<file path="src/rtl/uart_tx_mmio_if.sv">
// uart_tx_mmio_if: CPU data-bus slice seen by the UART transmitter.
//   sel/addr/read/write/wdata/byteenable come from the CPU side (master),
//   data is the combinational read data returned by the peripheral (slave).
interface uart_tx_mmio_if;
  logic        sel;
  logic [31:0] addr;
  logic        read;
  logic        write;
  logic [31:0] wdata;
  logic [3:0]  byteenable;
  logic [31:0] data;
  modport master (output sel, addr, read, write, wdata, byteenable, input data);
  modport slave  (input sel, addr, read, write, wdata, byteenable, output data);
endinterface

</file>
<file path="src/rtl/uart_tx_mmio.sv">
// uart_tx_mmio: memory-mapped 8N1 UART transmitter with TX FIFO.
//   clock, reset : single clock, synchronous active-high reset
//   dbus         : CPU bus slave (TXDATA/STATUS/DIVISOR/CTRL at addr[3:2])
//   txd          : serial output, idles high
//   irq          : idle-and-empty interrupt, only when UART_TX_IRQ_EN is defined
module uart_tx_mmio #(
  parameter int CLK_DIV    = 434,
  parameter int FIFO_DEPTH = 16
) (
  input  logic                 clock,
  input  logic                 reset,
  uart_tx_mmio_if.slave        dbus,
  output logic                 txd
`ifdef UART_TX_IRQ_EN
  ,
  output logic                 irq
`endif
);
  localparam int AW = $clog2(FIFO_DEPTH);
  typedef enum logic [1:0] {IDLE, START, DATA, STOP} state_t;
  state_t          state, state_nx;
  logic [7:0]      mem [FIFO_DEPTH];
  logic [AW-1:0]   wptr, rptr;
  logic [AW:0]     count;
  logic [15:0]     divisor, div_eff, bit_cnt;
  logic [2:0]      idx;
  logic [7:0]      shifter;
  logic [1:0]      reg_sel;
  logic [31:0]     status;
  logic            wr, rd, full, empty, push_req, push, pop, can_start, bit_done, busy;
  logic            tx_enable, ovf, irq_enable, irq_pend, unused;
  assign reg_sel   = dbus.addr[3:2];
  assign wr        = dbus.sel && dbus.write;
  assign rd        = dbus.sel && dbus.read;
  assign full      = count == (AW+1)'(FIFO_DEPTH);
  assign empty     = count == '0;
  assign push_req  = wr && reg_sel == 2'd0 && dbus.byteenable[0];
  // full is the registered value, so a same-cycle pop never rescues a push
  assign push      = push_req && !full;
  assign can_start = !empty && tx_enable;
  assign div_eff   = divisor == 16'd0 ? 16'd1 : divisor;
  assign bit_done  = bit_cnt == 16'd1;
  assign unused    = ^{dbus.addr[31:4], dbus.addr[1:0], dbus.wdata[31:16], dbus.wdata[2], dbus.byteenable[3:2]};
  always_ff @(posedge clock)
    if (push) mem[wptr] <= dbus.wdata[7:0];
  always_ff @(posedge clock) begin
    if (reset) begin
      wptr  <= '0;
      rptr  <= '0;
      count <= '0;
    end else begin
      if (push) wptr <= wptr + 1'b1;
      if (pop) rptr <= rptr + 1'b1;
      count <= count + (AW+1)'(push) - (AW+1)'(pop);
    end
  end
  always_ff @(posedge clock) begin
    if (reset) begin
      divisor   <= 16'(CLK_DIV);
      tx_enable <= 1'b1;
      ovf       <= 1'b0;
    end else begin
      if (wr && reg_sel == 2'd2 && dbus.byteenable[1:0] == 2'b11) divisor <= dbus.wdata[15:0];
      if (wr && reg_sel == 2'd3) tx_enable <= dbus.wdata[0];
      if (wr && reg_sel == 2'd3 && dbus.wdata[1]) ovf <= 1'b0;
      if (push_req && full) ovf <= 1'b1;
    end
  end
`ifdef UART_TX_IRQ_EN
  always_ff @(posedge clock) begin
    if (reset) begin
      irq_enable <= 1'b0;
      irq        <= 1'b0;
    end else begin
      if (wr && reg_sel == 2'd3) irq_enable <= dbus.wdata[2];
      irq <= irq_enable && irq_pend;
    end
  end
  assign irq_pend = empty && state == IDLE;
`else
  assign irq_enable = 1'b0;
  assign irq_pend   = 1'b0;
`endif
  always_ff @(posedge clock)
    state <= reset ? IDLE : state_nx;
  always_comb
    state_nx = state == IDLE ? (can_start ? START : IDLE) :
               !bit_done      ? state :
               state == START ? DATA :
               state == DATA  ? (idx == 3'd7 ? STOP : DATA) :
               (can_start ? START : IDLE);
  always_comb begin
    busy = state != IDLE;
    pop  = can_start && (state == IDLE || (state == STOP && bit_done));
    txd  = state == START ? 1'b0 : state == DATA ? shifter[0] : 1'b1;
  end
  // the baud counter reloads from DIVISOR only at bit boundaries, so a
  // divisor write never disturbs the bit currently on the line
  always_ff @(posedge clock) begin
    if (reset) begin
      bit_cnt <= '0;
      idx     <= '0;
      shifter <= '0;
    end else begin
      if (pop) begin
        shifter <= mem[rptr];
        bit_cnt <= div_eff;
      end else if (busy) begin
        bit_cnt <= bit_done ? div_eff : bit_cnt - 16'd1;
      end
      if (state == DATA && bit_done) begin
        shifter <= shifter >> 1;
        idx     <= idx + 1'b1;
      end
    end
  end
  assign status    = {16'h0, 8'(count), 3'b0, irq_pend, ovf, busy, empty, full};
  assign dbus.data = !rd             ? 32'h0 :
                     reg_sel == 2'd1 ? status :
                     reg_sel == 2'd2 ? {16'h0, divisor} :
                     reg_sel == 2'd3 ? {29'h0, irq_enable, 1'b0, tx_enable} : 32'h0;
endmodule

</file>
<file path="src/flat_wrapper.sv">
// flat-port wrapper written by rule: the top's interface ports become plain ports
module uart_tx_mmio_flat 
#(
  parameter int CLK_DIV    = 434,
  parameter int FIFO_DEPTH = 16
)
  (clock, reset, txd, dbus_sel, dbus_addr, dbus_read, dbus_write, dbus_wdata, dbus_byteenable, dbus_data);
  uart_tx_mmio_if dbus_i ();
  input  logic clock;
  input  logic reset;
  output logic txd;
  input wire logic [$bits(dbus_i.sel)-1:0] dbus_sel;
  input wire logic [$bits(dbus_i.addr)-1:0] dbus_addr;
  input wire logic [$bits(dbus_i.read)-1:0] dbus_read;
  input wire logic [$bits(dbus_i.write)-1:0] dbus_write;
  input wire logic [$bits(dbus_i.wdata)-1:0] dbus_wdata;
  input wire logic [$bits(dbus_i.byteenable)-1:0] dbus_byteenable;
  output wire logic [$bits(dbus_i.data)-1:0] dbus_data;
  assign dbus_i.sel = dbus_sel;
  assign dbus_i.addr = dbus_addr;
  assign dbus_i.read = dbus_read;
  assign dbus_i.write = dbus_write;
  assign dbus_i.wdata = dbus_wdata;
  assign dbus_i.byteenable = dbus_byteenable;
  assign dbus_data = dbus_i.data;
  uart_tx_mmio #(.CLK_DIV(CLK_DIV), .FIFO_DEPTH(FIFO_DEPTH)) u_core (.clock(clock), .reset(reset), .dbus(dbus_i), .txd(txd));
endmodule
</file>
<file path="config.mk">
export PLATFORM = sky130hd
export DESIGN_NAME = uart_tx_mmio_flat
export DESIGN_NICKNAME = d
export VERILOG_FILES = /design/src/rtl/uart_tx_mmio_if.sv /design/src/rtl/uart_tx_mmio.sv /design/src/flat_wrapper.sv
export SDC_FILE = /design/constraint.sdc
export NUM_CORES = 1
export LEC_CHECK = 0
export ABC_AREA = 1
export BUFFER_PORTS_ARGS = -buffer_cell sky130_fd_sc_hd__clkbuf_2
export CORE_MARGIN = 8
export CORE_UTILIZATION = 30
export DETAILED_ROUTE_END_ITERATION = 6
export GPL_TIMING_DRIVEN = 1
export PLACE_DENSITY = 0.53
export SKIP_LAST_GASP = 1
export SYNTH_ARGS = -nofsm -noshare
export SYNTH_HDL_FRONTEND = slang
export SYNTH_SLANG_ARGS = --single-unit
</file>
<file path="constraint.sdc">
create_clock -name clock -period 4 [get_ports clock]
set_clock_uncertainty 0.2 [all_clocks]
set_input_delay 0.6 -clock clock [delete_from_list [all_inputs] [get_ports clock]]
set_output_delay 0.6 -clock clock [all_outputs]
set_load 0.01 [all_outputs]
</file>
==> metrics.yaml, run 1 <==
critical_path:
  crit_buf_inv: 6
  path_class: "register to register"
  cp_slowest_cell: "fa_1"
  endpoint_kind: "register"
  crit_family: "adder cells"
  required_ns: 4.16
  start_kind: "register"
  cp_slowest_stage_delay_ns: 0.41
  crit_chain: "inv_1 -> ha_1 -> inv_2 -> nand2_1 -> nand3_2 -> inv_2 -> nand2_8 -> clkinv_2 -> ha_1 -> inv_1 -> ha_1 -> inv_1 -> fa_1 -> o31ai_1 -> o21ai_0 -> a21oi_1"
  cp_max_fo: 13
  arrival_ns: 3.50
clock_tree:
  numCtsBuffers: 17
  clk_pin_slew_worst_paths_ns: 0.07
  cts_hold_buf: 0
  insertion_delay_ns: 0.44
  cts.htree.levels: 4
  ctsRootBufferMaster: "clkbuf_16"
  cts_sinks: 192
  cts_resized: 0
  cts_tree: "built"
  postCtsSetupRepairBufs: 0
  clockBufferDepth: 2
finish:
  final_common_cell: "nand2_1"
  fillers: 3080
  antenna_cells: 0
  drive_above_1_share_pct: 12.1
  area_delta_synth_final_pct: 11.7
  nNetsFinal: 1124
  layout_common_cells: "nand2_1, edfxtp_1, nor2_1"
routing:
  first_pass_iters: 5
  drc_errors: 0
  num_vias: 6641
  wl_per_cell_um: 15.4
  ant_nets: 0
  drt-total-wl_um: 22100
  drt_iter0_drc: 354
  viasPerCell: 4.63
floorplan:
  rows: 63
  dieArea_um2: 36100
  die_x_um: 190
  io_pins: 106
  start_util_pct: 30.6
  core-area_um2: 29700
  chipHeight_um: 190
place:
  gp_congestion: 0.806
  numPortBuffers: 41
  pre_cts_ws_ns: 0.661
  hpwl_um: 14300
timing:
  fin_setup_tns_ns: 0
  rsz0062_at_grt: "false"
  finalWorstPathRequiredPeriod_ns: 3.34
  finalHoldViolCount: 0
  setup_viol: 0
  fmax_ghz: 0.299
  setup_ws_ns: 0.660
  relSlewSlack_pct: 25.1
  fin_crit_sh_pct: 83.5
  worstMarginPinSlew_ns: 1.12
  drv_slew: 0
synth:
  yosysTopAreaCellShare_pct: 42.3
  synth_xor_area_share_pct: 1.16
  yosys.area_share.simple_pct: 22.4
  yosysWarnings: 0
  synth_cells: 1006
  synth_fa_ha_area_share_pct: 2.84
  synthDistinctLibCells: 42
  syn_avg_cell_area_um2: 9.03
  ys_ff_latch: 192
  yosysSeqAreaShare_pct: 56.4
  syn_area_um2: 9090
  synth_compound_area_share_pct: 9.89
  yosys.area.top_type: "edfxtp_1"
  synthTopCellsByArea: "edfxtp_1, dfxtp_1, nand2_1"
  synthMuxAreaShare_pct: 0
  synth_top_family_by_area: "simple AND/OR/NAND/NOR gates"
run:
  max_cap_violations: 0
global_route:
  grt_overflow_total: 0
  grt_pass1_wl_um: 34700
  track_usage_pct: 12.3
  grt_max_degree: 74
  grt_antenna_before_repair: 0
  grt_pass1_vias: 6452
power:
  p_per_area_nw_per_um2: 619
  power_leakage_nw: 4.03
  ir_drop_mv: 0.397
  p_sw_share_pct: 38.6
  power_switching_w: 0.00243
  seqPwrFrac_pct: 38.4
  p_clk_share_pct: 26.9
  combPwrFrac_pct: 34.7
  p_int_w: 0.00386
worst_hold_path:
  hold_class: "input port to register"
outcome:
  status: "complete, no violations"
-- path summary, 6_finish.rpt --
check | endpoint | from | cells past startpoint | slack (ns)
min reg2reg | u_core.ovf | u_core.ovf | 2 | 0.27
max | u_core.count[4] | u_core.state[0] | 16 | 0.66
max reg2reg | u_core.count[4] | u_core.state[0] | 16 | 0.66
min | u_core.divisor[8] | dbus_wdata[8] | 3 | 0.19
-- metal layers --
metal / GRT usage [%] / wire length, um / share of wire, % / vias to the layer above
met2: 21.2 / 10900 / 49 / 118
met5: 0 / 0 / 0 / -
li1: - / - / - / 3339
met4: 3.88 / 326 / 1.5 / 0
met1: 15.1 / 9970 / 45 / 3161
met3: 2.53 / 881 / 4.0 / 23
-- Yosys cell counts --
library cell and number:
a21boi_0 1, a21oi_2 6, nand4_1 7, inv_1 76, nor2_2 5, xnor2_1 4
o211ai_1 11, o21ai_2 1, inv_2 13, conb_1 1, o31ai_1 1, a211oi_1 1
nand2_8 2, buf_4 21, a21oi_4 1, a21oi_1 50, xor2_1 8, o21ai_1 9
nand2_4 1, nand3b_1 1, o21bai_1 1, ha_1 19, o21a_1 1, buf_6 1
nand3_2 8, dfxtp_1 64, nand2_2 2, clkbuf_1 19, nand3_1 58, nor2_4 6
nor3_1 9, nor2_8 1, or2_0 1, buf_2 14, nor2_1 113, buf_1 2
edfxtp_1 128, clkinv_1 1, clkinv_2 1, fa_1 1, nand2_1 255, o21ai_0 81
-- worst min-delay path, delay by kind of cell --
family,cells,cell delay [ns]
buffers and inverters,1,0.09
AO/OA/AOI/OAI,2,0.11
-- sequential cells by signal (all words and copies together), names as in the netlist, 3 cells and up, named ones only --
signal and cells:
u_core.divisor 16, u_core.mem 128, u_core.count 5, u_core.rptr 4
u_core.idx 3, u_core.bit_cnt 16, u_core.wptr 4, u_core.shifter 8
-- logic make-up after synthesis --
group | count (synthesis)
AO/OA/AOI/OAI | 164
XOR/XNOR | 12
adder cells (fa/ha/maj) | 20
buffers and inverters | 148
flip-flops | 192
other | 1
AND/OR/NAND/NOR | 469
-- metrics by stage --
stage	util, %	cell area [um^2]	hold WS, ns	power [W]	cells
floorplan	-	9140	0.243	0.00418	1021
global placement	32.2	9570	0.258	0.00464	1402
detailed placement	32.2	9570	0.259	0.00467	1402
CTS	34.2	10100	0.169	0.00636	1433
global route	34.2	10100	0.193	0.00672	1433
finish	34.2	10100	0.193	0.00628	1433
-- power groups by stage --
stage | Combinational, W | Sequential, W | Clock, W
global placement | 0.00219 | 0.00245 | 0
floorplan | 0.00176 | 0.00242 | 0
CTS | 0.00222 | 0.00241 | 0.00172
detailed placement | 0.00221 | 0.00246 | 0
global route | 0.00248 | 0.00244 | 0.00180
finish | 0.00218 | 0.00241 | 0.00169
-- final cells by class --
type	count	area [um^2]	share of cell area, %
Clock buffer	18	429	4.23
Clock inverter	13	146	1.44
Inverter	91	343	3.38
Multi-Input combinational cell	681	3360	33.1
Sequential cell	192	5130	50.5
Tap cell	390	488	4.81
Timing Repair Buffer	48	258	2.54
No activity file was read; power rests on OpenSTA's default activity.
==> run 2, diff against run 1 <==
--- a/config.mk
+++ b/config.mk
@@ -5,7 +5,7 @@
 export SDC_FILE = /design/constraint.sdc
 export NUM_CORES = 1
 export LEC_CHECK = 0
-export ABC_AREA = 1
+export ABC_AREA = 0
 export BUFFER_PORTS_ARGS = -buffer_cell sky130_fd_sc_hd__clkbuf_2
 export CORE_MARGIN = 8
 export CORE_UTILIZATION = 30
==> constraint.sdc (replaced) <==
create_clock -name clock -period 3.4 [get_ports clock]
set_clock_uncertainty 0.2 [all_clocks]
set_input_delay 0.51 -clock clock [delete_from_list [all_inputs] [get_ports clock]]
set_output_delay 0.51 -clock clock [all_outputs]
set_load 0.01 [all_outputs]
==> metrics.yaml, run 2 <==
timing:
  worstMarginPinSlew_ns: 0.903  # was 1.12 ns
  relSlewSlack_pct: 39.6  # was 25.1%
  fin_setup_tns_ns: 0  # unchanged
  fmax_ghz: 0.317  # was 0.299 GHz
  fin_crit_sh_pct: 92.9  # was 83.5%
  setup_viol: 0  # unchanged
  finalHoldViolCount: 0  # unchanged
  whs_ns: 0.0892  # was 0.193 ns
  drv_slew: 0  # unchanged
  finalWorstPathRequiredPeriod_ns: 3.16  # was 3.34 ns
  rsz0062_at_grt: "false"  # unchanged
synth:
  ys_top_cells_by_count: "edfxtp_1, dfxtp_1, nand2_1, nor2_1, mux4_2"  # was nand2_1, edfxtp_1, nor2_1
  synth_edf_count: 128  # unchanged
  yosys.area.top_type: "edfxtp_1"  # unchanged
  syn_avg_cell_area_um2: 12.9  # was 9.03 um^2
  synth_cells: 657  # was 1006
  synth_xor_area_share_pct: 1.14  # was 1.16%
  synth_compound_area_share_pct: 7.75  # was 9.89%
  synthMuxAreaShare_pct: 10.8  # was 0%
  yosysWarnings: 0  # unchanged
  synth_top_family_by_area: "simple AND/OR/NAND/NOR gates"  # unchanged
  synthTopCellsByArea: "edfxtp_1, dfxtp_1, mux4_2"  # was edfxtp_1, dfxtp_1, nand2_1
  synthArstFlopShare_pct: 0  # unchanged
  syn_area_um2: 8460  # was 9090 um^2
  synth_ff_type: "edfxtp_1"  # unchanged
  yosys.area_share.simple_pct: 12.6  # was 22.4%
  yosysSeqAreaShare_pct: 60.6  # was 56.4%
  synthDistinctLibCells: 58  # was 42
  yosysTopAreaCellShare_pct: 45.4  # was 42.3%
  ys_ff_latch: 192  # unchanged
  synth_fa_ha_area_share_pct: 3.05  # was 2.84%
  yosysMostFrequentCell: "edfxtp_1"  # was nand2_1
critical_path:
  arrival_ns: 3.33  # was 3.50 ns
  start_kind: "register"  # unchanged
  crit_buf_inv: 4  # was 6
  path_class: "register to register"  # unchanged
  r2r_slack_ns: 0.24  # was 0.66 ns
  cp_max_fo: 7  # was 13
  reg2reg_from: "u_core.bit_cnt[1]"  # was u_core.state[0]
  endpoint_kind: "register"  # unchanged
  r2r_end: "u_core.count[4]"  # unchanged
  required_ns: 3.57  # was 4.16 ns
  reg2regPathDepth: 15  # was 16
  cp_slowest_stage_delay_ns: 0.48  # was 0.41 ns
  cp_common_cell: "inv_1"
  crit_family: "simple AND/OR/NAND/NOR gates"  # was adder cells
  crit_chain: "inv_2 -> ha_4 -> or4b_4 -> nor4_4 -> a31o_4 -> ha_4 -> inv_1 -> ha_1 -> inv_1 -> fa_2 -> inv_1 -> a21oi_1 -> nor2_1 -> or3_1 -> a21oi_1"  # was inv_1 -> ha_1 -> inv_2 -> nand2_1 -> nand3_2 -> inv_2 -> nand2_8 -> clkinv_2 -> ha_1 -> inv_1 -> ha_1 -> inv_1 -> fa_1 -> o31ai_1 -> o21ai_0 -> a21oi_1
  cp_slowest_cell: "or4b_4"  # was fa_1
routing:
  first_pass_iters: 5  # unchanged
  drt_iter0_drc: 521  # was 354
  drt-total-wl_um: 20100  # was 22100 um
  wl_per_cell_um: 18.2  # was 15.4 um
  num_vias: 5466  # was 6641
  drc_errors: 0  # unchanged
  ant_nets: 0  # unchanged
  viasPerCell: 4.95  # was 4.63
finish:
  largest_reg_flops: 128  # unchanged
  drive_above_1_share_pct: 21.2  # was 12.1%
  layout_common_cells: "edfxtp_1, nor2_1, nand2_1, dfxtp_1, clkbuf_2"  # was nand2_1, edfxtp_1, nor2_1
  area_delta_synth_final_pct: 15.9  # was 11.7%
  multi_input_area_um2: 3090  # was 3360 um^2
  seq_area_um2: 5130  # about the same
  antenna_cells: 0  # unchanged
  largest_register: "u_core.mem"  # unchanged
  fillers: 2735  # was 3080
  final_common_cell: "edfxtp_1"  # was nand2_1
  nNetsFinal: 806  # was 1124
  reg.largest.list: "u_core.mem: 128 flops, u_core.bit_cnt: 16 flops, u_core.divisor: 16 flops"  # unchanged
power:
  p_per_area_nw_per_um2: 727  # was 619 nW/um^2
  ir_drop_mv: 0.333  # was 0.397 mV
  power_leakage_nw: 3.41  # was 4.03 nW
place:
  numPortBuffers: 41  # unchanged
  gp_congestion: 0.808  # was 0.806
  hpwl_um: 13300  # was 14300 um
floorplan:
  io_pins: 106  # unchanged
  start_util_pct: 30.5  # was 30.6%
  chipHeight_um: 184  # was 190 um
  core-area_um2: 27800  # was 29700 um^2
  die_x_um: 184  # was 190 um
  rows: 61  # was 63
  dieArea_um2: 33800  # was 36100 um^2
worst_hold_path:
  min-delay-start: "dbus_wdata[9]"  # was dbus_wdata[8]
  hold_end: "u_core.divisor[9]"  # was u_core.divisor[8]
  holdPathStages: 3  # unchanged
  hold_class: "input port to register"  # unchanged
global_route:
  grtUsageMet2_pct: 19.3  # was 21.2%
  use_met3_pct: 2.87  # was 2.53%
  grt_pass1_wl_um: 31000  # was 34700 um
  grt_max_degree: 33  # was 74
  grt_overflow_total: 0  # unchanged
  grt.busiest_layer: "met2"  # unchanged
  track_usage_pct: 12.0  # was 12.3%
  met1_usage_pct: 16.3  # was 15.1%
  grt_antenna_before_repair: 0  # unchanged
  grt_pass1_vias: 5362  # was 6452
clock_tree:
  numCtsBuffers: 17  # unchanged
  clk_pin_slew_worst_paths_ns: 0.08  # was 0.07 ns
  ctsRootBufferMaster: "clkbuf_16"  # unchanged
  postCtsSetupRepairBufs: 0  # unchanged
  clockBufferDepth: 2  # unchanged
  insertion_delay_ns: 0.44  # about the same
  cts.htree.levels: 4  # unchanged
  cts_tree: "built"  # unchanged
  cts_sinks: 192  # unchanged
outcome:
  status: "complete, no violations"  # unchanged
run:
  max_cap_violations: 0  # unchanged
==> run 2: changes by cell type in the layout (fill, tap and decap cells not counted), moves of 10 or more <==
cell and change:
nor2_1 -52, inv_1 -56, nand3_1 -41, mux4_2 +32
a21oi_1 -24, buf_4 +22, and3_1 +10, a22oi_1 +24
nand2_1 -194, inv_2 -12, a211oi_1 +10, mux2i_1 +16
o21ai_0 -70
==> run 2: final cells by class <==
cell class / instances / area share, %
clock buffer: 18 / 4.38
timing repair buffer: 71 / 4.52
clock inverter: 14 / 1.61
tap: 378 / 4.82
multi-input combinational: 410 / 31.5
inverter: 21 / 0.804
sequential: 192 / 52.3
==> run 2: how the worst max path moves through the flow <==
| stage | startpoint | endpoint | slack, ns | cells past startpoint |
|---|---|---|---|---|
| 6_report | u_core.bit_cnt[1] | u_core.count[4] | 0.24 | 15 |
| 2_1_floorplan | u_core.bit_cnt[1] | u_core.count[4] | 0.02 | 17 |
| 4_1_cts | u_core.bit_cnt[1] | u_core.count[4] | 0.08 | 15 |
| 3_3_place_gp | u_core.bit_cnt[1] | u_core.count[4] | 0.09 | 15 |
| 3_5_place_dp | u_core.bit_cnt[1] | u_core.count[4] | 0.11 | 15 |
| 5_1_grt | u_core.bit_cnt[1] | u_core.count[4] | 0.01 | 15 |
==> run 2: per-layer routing <==
| metal | vias to the layer above | routed length, um |
|---|---|---|
| met5 | - | 0 |
| met4 | 0 | 157 |
| met2 | 135 | 9720 |
| met3 | 18 | 887 |
| met1 | 2744 | 9360 |
| li1 | 2569 | - |
==> run 2: worst reg2reg max path: cells and delay by family, from the launching register on <==
kind | cells | cell delay, ns
and+or+nand+nor | 4 | 1.19
adders and majority gates | 4 | 0.66
AOI/OAI and AO/OA | 3 | 0.47
DFF | 1 | 0.37
buffers and inverters | 4 | 0.22
==> run 2: cells by family (layout without fill, tap and decap cells) <==
| group | after synthesis | count (layout) |
|---|---|---|
| AO/OA/AOI/OAI | 99 | 99 |
| XOR/XNOR | 11 | 11 |
| adder cells (fa/ha/maj) | 20 | 20 |
| buffers and inverters | 70 | 124 |
| flip-flops | 192 | 192 |
| multiplexers | 51 | 51 |
| other | 1 | 16 |
| AND/OR/NAND/NOR | 213 | 213 |
==> run 2: through the flow <==
stage | util [%] | instance area, um^2 | setup WS (ns) | cells | power (W)
after global placement | 33.2 | 9210 | 0.0884 | 1072 | 0.00515
after CTS | 35.3 | 9800 | 0.0850 | 1104 | 0.00714
after global routing | 35.3 | 9810 | 0.0117 | 1104 | 0.00755
after floorplan | - | 8570 | 0.0159 | 672 | 0.00455
final | 35.3 | 9810 | 0.242 | 1104 | 0.00713
after detailed placement | 33.2 | 9210 | 0.108 | 1072 | 0.00516
==> run 2: report_power, final <==
part	internal [W]	switching (W)	leakage [nW]
clock network	0.000992	0.00100	0.288
logic	0.00102	0.00128	1.45
registers	0.00266	0.000166	1.67
==> run 2: what timing repair did <==
| action | CTS | global route |
|---|---|---|
| hold buffers | 0 | 0 |
| resized for setup | 0 | 2 |
| setup endpoints to repair | 0 | 1 |
==> run 3, diff against run 2 <==
--- a/config.mk
+++ b/config.mk
@@ -10,8 +10,7 @@
 export CORE_MARGIN = 8
 export CORE_UTILIZATION = 30
 export DETAILED_ROUTE_END_ITERATION = 6
-export GPL_TIMING_DRIVEN = 1
-export PLACE_DENSITY = 0.53
+export GPL_TIMING_DRIVEN = 0
 export SKIP_LAST_GASP = 1
 export SYNTH_ARGS = -nofsm -noshare
 export SYNTH_HDL_FRONTEND = slang
==> metrics.yaml, run 3 (synthesis gave the netlist of run 2 again) <==
power:
  power_switching_w: 0.00245  # about the same
  seqPwrFrac_pct: 39.7  # about the same
  power_leakage_nw: 3.47  # was 3.41 nW
  p_sw_share_pct: 34.1  # was 34.3%
  p_int_w: 0.00474  # was 0.00468 W
  p_per_area_nw_per_um2: 723  # was 727 nW/um^2
  p_clk_share_pct: 26.5  # was 28.0%
  ir_drop_mv: 0.345  # was 0.333 mV
  combPwrFrac_pct: 33.8  # was 32.3%
timing:
  setup_viol: 0  # unchanged
  fin_setup_tns_ns: 0  # unchanged
  whs_ns: 0.104  # was 0.0892 ns
  fin_crit_sh_pct: 98.1  # was 92.9%
  finalHoldViolCount: 0  # unchanged
  fmax_ghz: 0.300  # was 0.317 GHz
  drv_slew: 0  # unchanged
  finalWorstPathRequiredPeriod_ns: 3.34  # was 3.16 ns
  relSlewSlack_pct: 38.9  # was 39.6%
  worstMarginPinSlew_ns: 0.914  # was 0.903 ns
finish:
  largest_register: "u_core.mem"  # unchanged
  drive_above_1_share_pct: 22.5  # was 21.2%
  final_cells: 1135  # was 1104
  final_area_um2: 9950  # was 9810 um^2
  final_common_cell: "edfxtp_1"  # unchanged
  layout_common_cells: "edfxtp_1, nand2_1, nor2_1, dfxtp_1, clkbuf_2"  # was edfxtp_1, nor2_1, nand2_1, dfxtp_1, clkbuf_2
  antenna_cells: 0  # unchanged
  reg.largest.list: "u_core.mem: 128 flops, u_core.bit_cnt: 16 flops, u_core.divisor: 16 flops"  # unchanged
  area_delta_synth_final_pct: 17.6  # was 15.9%
  multi_input_area_um2: 3140  # was 3090 um^2
  largest_reg_flops: 128  # unchanged
  nNetsFinal: 838  # was 806
  seq_area_um2: 5130  # about the same
  fillers: 2705  # was 2735
routing:
  drt-total-wl_um: 20500  # was 20100 um
  wl_per_cell_um: 18.1  # was 18.2 um
  drc_errors: 0  # unchanged
  viasPerCell: 4.86  # was 4.95
  drt_iter0_drc: 455  # was 521
  first_pass_iters: 5  # unchanged
  ant_nets: 0  # unchanged
  num_vias: 5516  # was 5466
critical_path:
  endpoint_kind: "register"  # unchanged
  start_kind: "register"  # unchanged
  startpoint: "u_core.count[2]"  # was u_core.bit_cnt[1]
  path_class: "register to register"  # unchanged
  arrival_ns: 3.49  # was 3.33 ns
  required_ns: 3.56  # was 3.57 ns
  reg2regPathDepth: 16  # was 15
  reg2reg_from: "u_core.count[2]"  # was u_core.bit_cnt[1]
  r2r_end: "u_core.count[4]"  # unchanged
  r2r_slack_ns: 0.06  # was 0.24 ns
  cp_max_fo: 6  # was 7
  crit_end: "u_core.count[4]"  # unchanged
clock_tree:
  cts_hold_buf: 0  # unchanged
  cts_tree: "built"  # unchanged
  ctsRootBufferMaster: "clkbuf_16"  # unchanged
  insertion_delay_ns: 0.43  # was 0.44 ns
  cts_sinks: 192  # unchanged
  numCtsBuffers: 17  # unchanged
  clk_pin_slew_worst_paths_ns: 0.07  # was 0.08 ns
  cts.htree.levels: 4  # unchanged
  clockBufferDepth: 2  # unchanged
floorplan:
  io_pins: 106  # unchanged
  dieArea_um2: 33800  # unchanged
  rows: 61  # unchanged
  core-area_um2: 27800  # unchanged
  start_util_pct: 30.5  # unchanged
  die_x_um: 184  # unchanged
  chipHeight_um: 184  # unchanged
place:
  place_area_um2: 9250  # was 9210 um^2
  hpwl_um: 14100  # was 13300 um
  dp_cells: 1091  # was 1072
  gp_congestion: 0.834  # was 0.808
  numPortBuffers: 41  # unchanged
worst_hold_path:
  holdPathStages: 3  # unchanged
  hold_class: "input port to register"  # unchanged
outcome:
  status: "complete, no violations"  # unchanged
global_route:
  grt_pass1_vias: 5549  # was 5362
  grt_overflow_total: 0  # unchanged
  track_usage_pct: 12.0  # about the same
  grt_max_degree: 19  # was 33
  grt_pass1_wl_um: 31600  # was 31000 um
  grt_antenna_before_repair: 0  # unchanged
run:
  max_cap_violations: 0  # unchanged
-- run 3: worst max-delay path, cell delays in order, from the launching register on --
cell,delay [ns]
dfxtp_2,0.35
inv_2,0.06
ha_2,0.18
nor4b_4,0.50
nor2_1,0.13
a31o_1,0.27
buf_12,0.14
ha_4,0.24
inv_1,0.03
ha_2,0.18
inv_2,0.05
fa_2,0.20
inv_2,0.04
a21oi_2,0.15
nor2_2,0.05
or3_1,0.34
a21oi_1,0.13
-- run 3: timing repair --
action	CTS	global route
setup buffers	1	13
endpoints found under the setup margin	36	39
pin swaps	1	7
gates resized for setup	6	13
-- run 3: cell type report --
cell class / instances / area share, %
plain buffers: 48 / 2.67
clock buffers: 18 / 4.31
clock inverters: 13 / 1.23
inverters: 21 / 0.817
multi-input cells: 410 / 31.5
flip-flops and latches: 192 / 51.6
well taps: 378 / 4.75
repair buffers: 55 / 3.12
-- run 3: how the worst min path moves through the flow --
stage / to / slack (ns) / startpoint
detailed placement: u_core.idx[2] / 0.25 / u_core.idx[2]
global route: u_core.divisor[8] / 0.09 / dbus_wdata[8]
CTS: u_core.divisor[8] / 0.09 / dbus_wdata[8]
global placement: u_core.idx[2] / 0.24 / u_core.idx[2]
finish: u_core.divisor[11] / 0.10 / dbus_wdata[11]
floorplan: u_core.idx[1] / 0.24 / u_core.idx[1]
-- run 3: power groups by stage --
stage	Clock (W)	Sequential (W)	Combinational [W]
final	0.00191	0.00286	0.00243
after global routing	0.00203	0.00288	0.00265
after CTS	0.00193	0.00286	0.00225
after detailed placement	0	0.00290	0.00223
after global placement	0	0.00290	0.00220
after floorplan	0	0.00285	0.00170
-- run 3: stage by stage --
step,setup WS (ns),power [W],utilization (%)
global route,-0.0403,0.00756,35.8
finish,0.0639,0.00719,35.8
CTS,-0.174,0.00704,35.4
global placement,-0.456,0.00510,33.3
detailed placement,-0.482,0.00513,33.3
floorplan,0.0159,0.00455,-
-- run 3: layer usage --
layer	up-vias	global-route usage, %	share of wire (%)
li1	2624	-	-
met1	2746	16.2	47
met2	131	19.5	48
met3	15	2.69	4.4
met4	0	2.65	0.79
met5	-	0	0
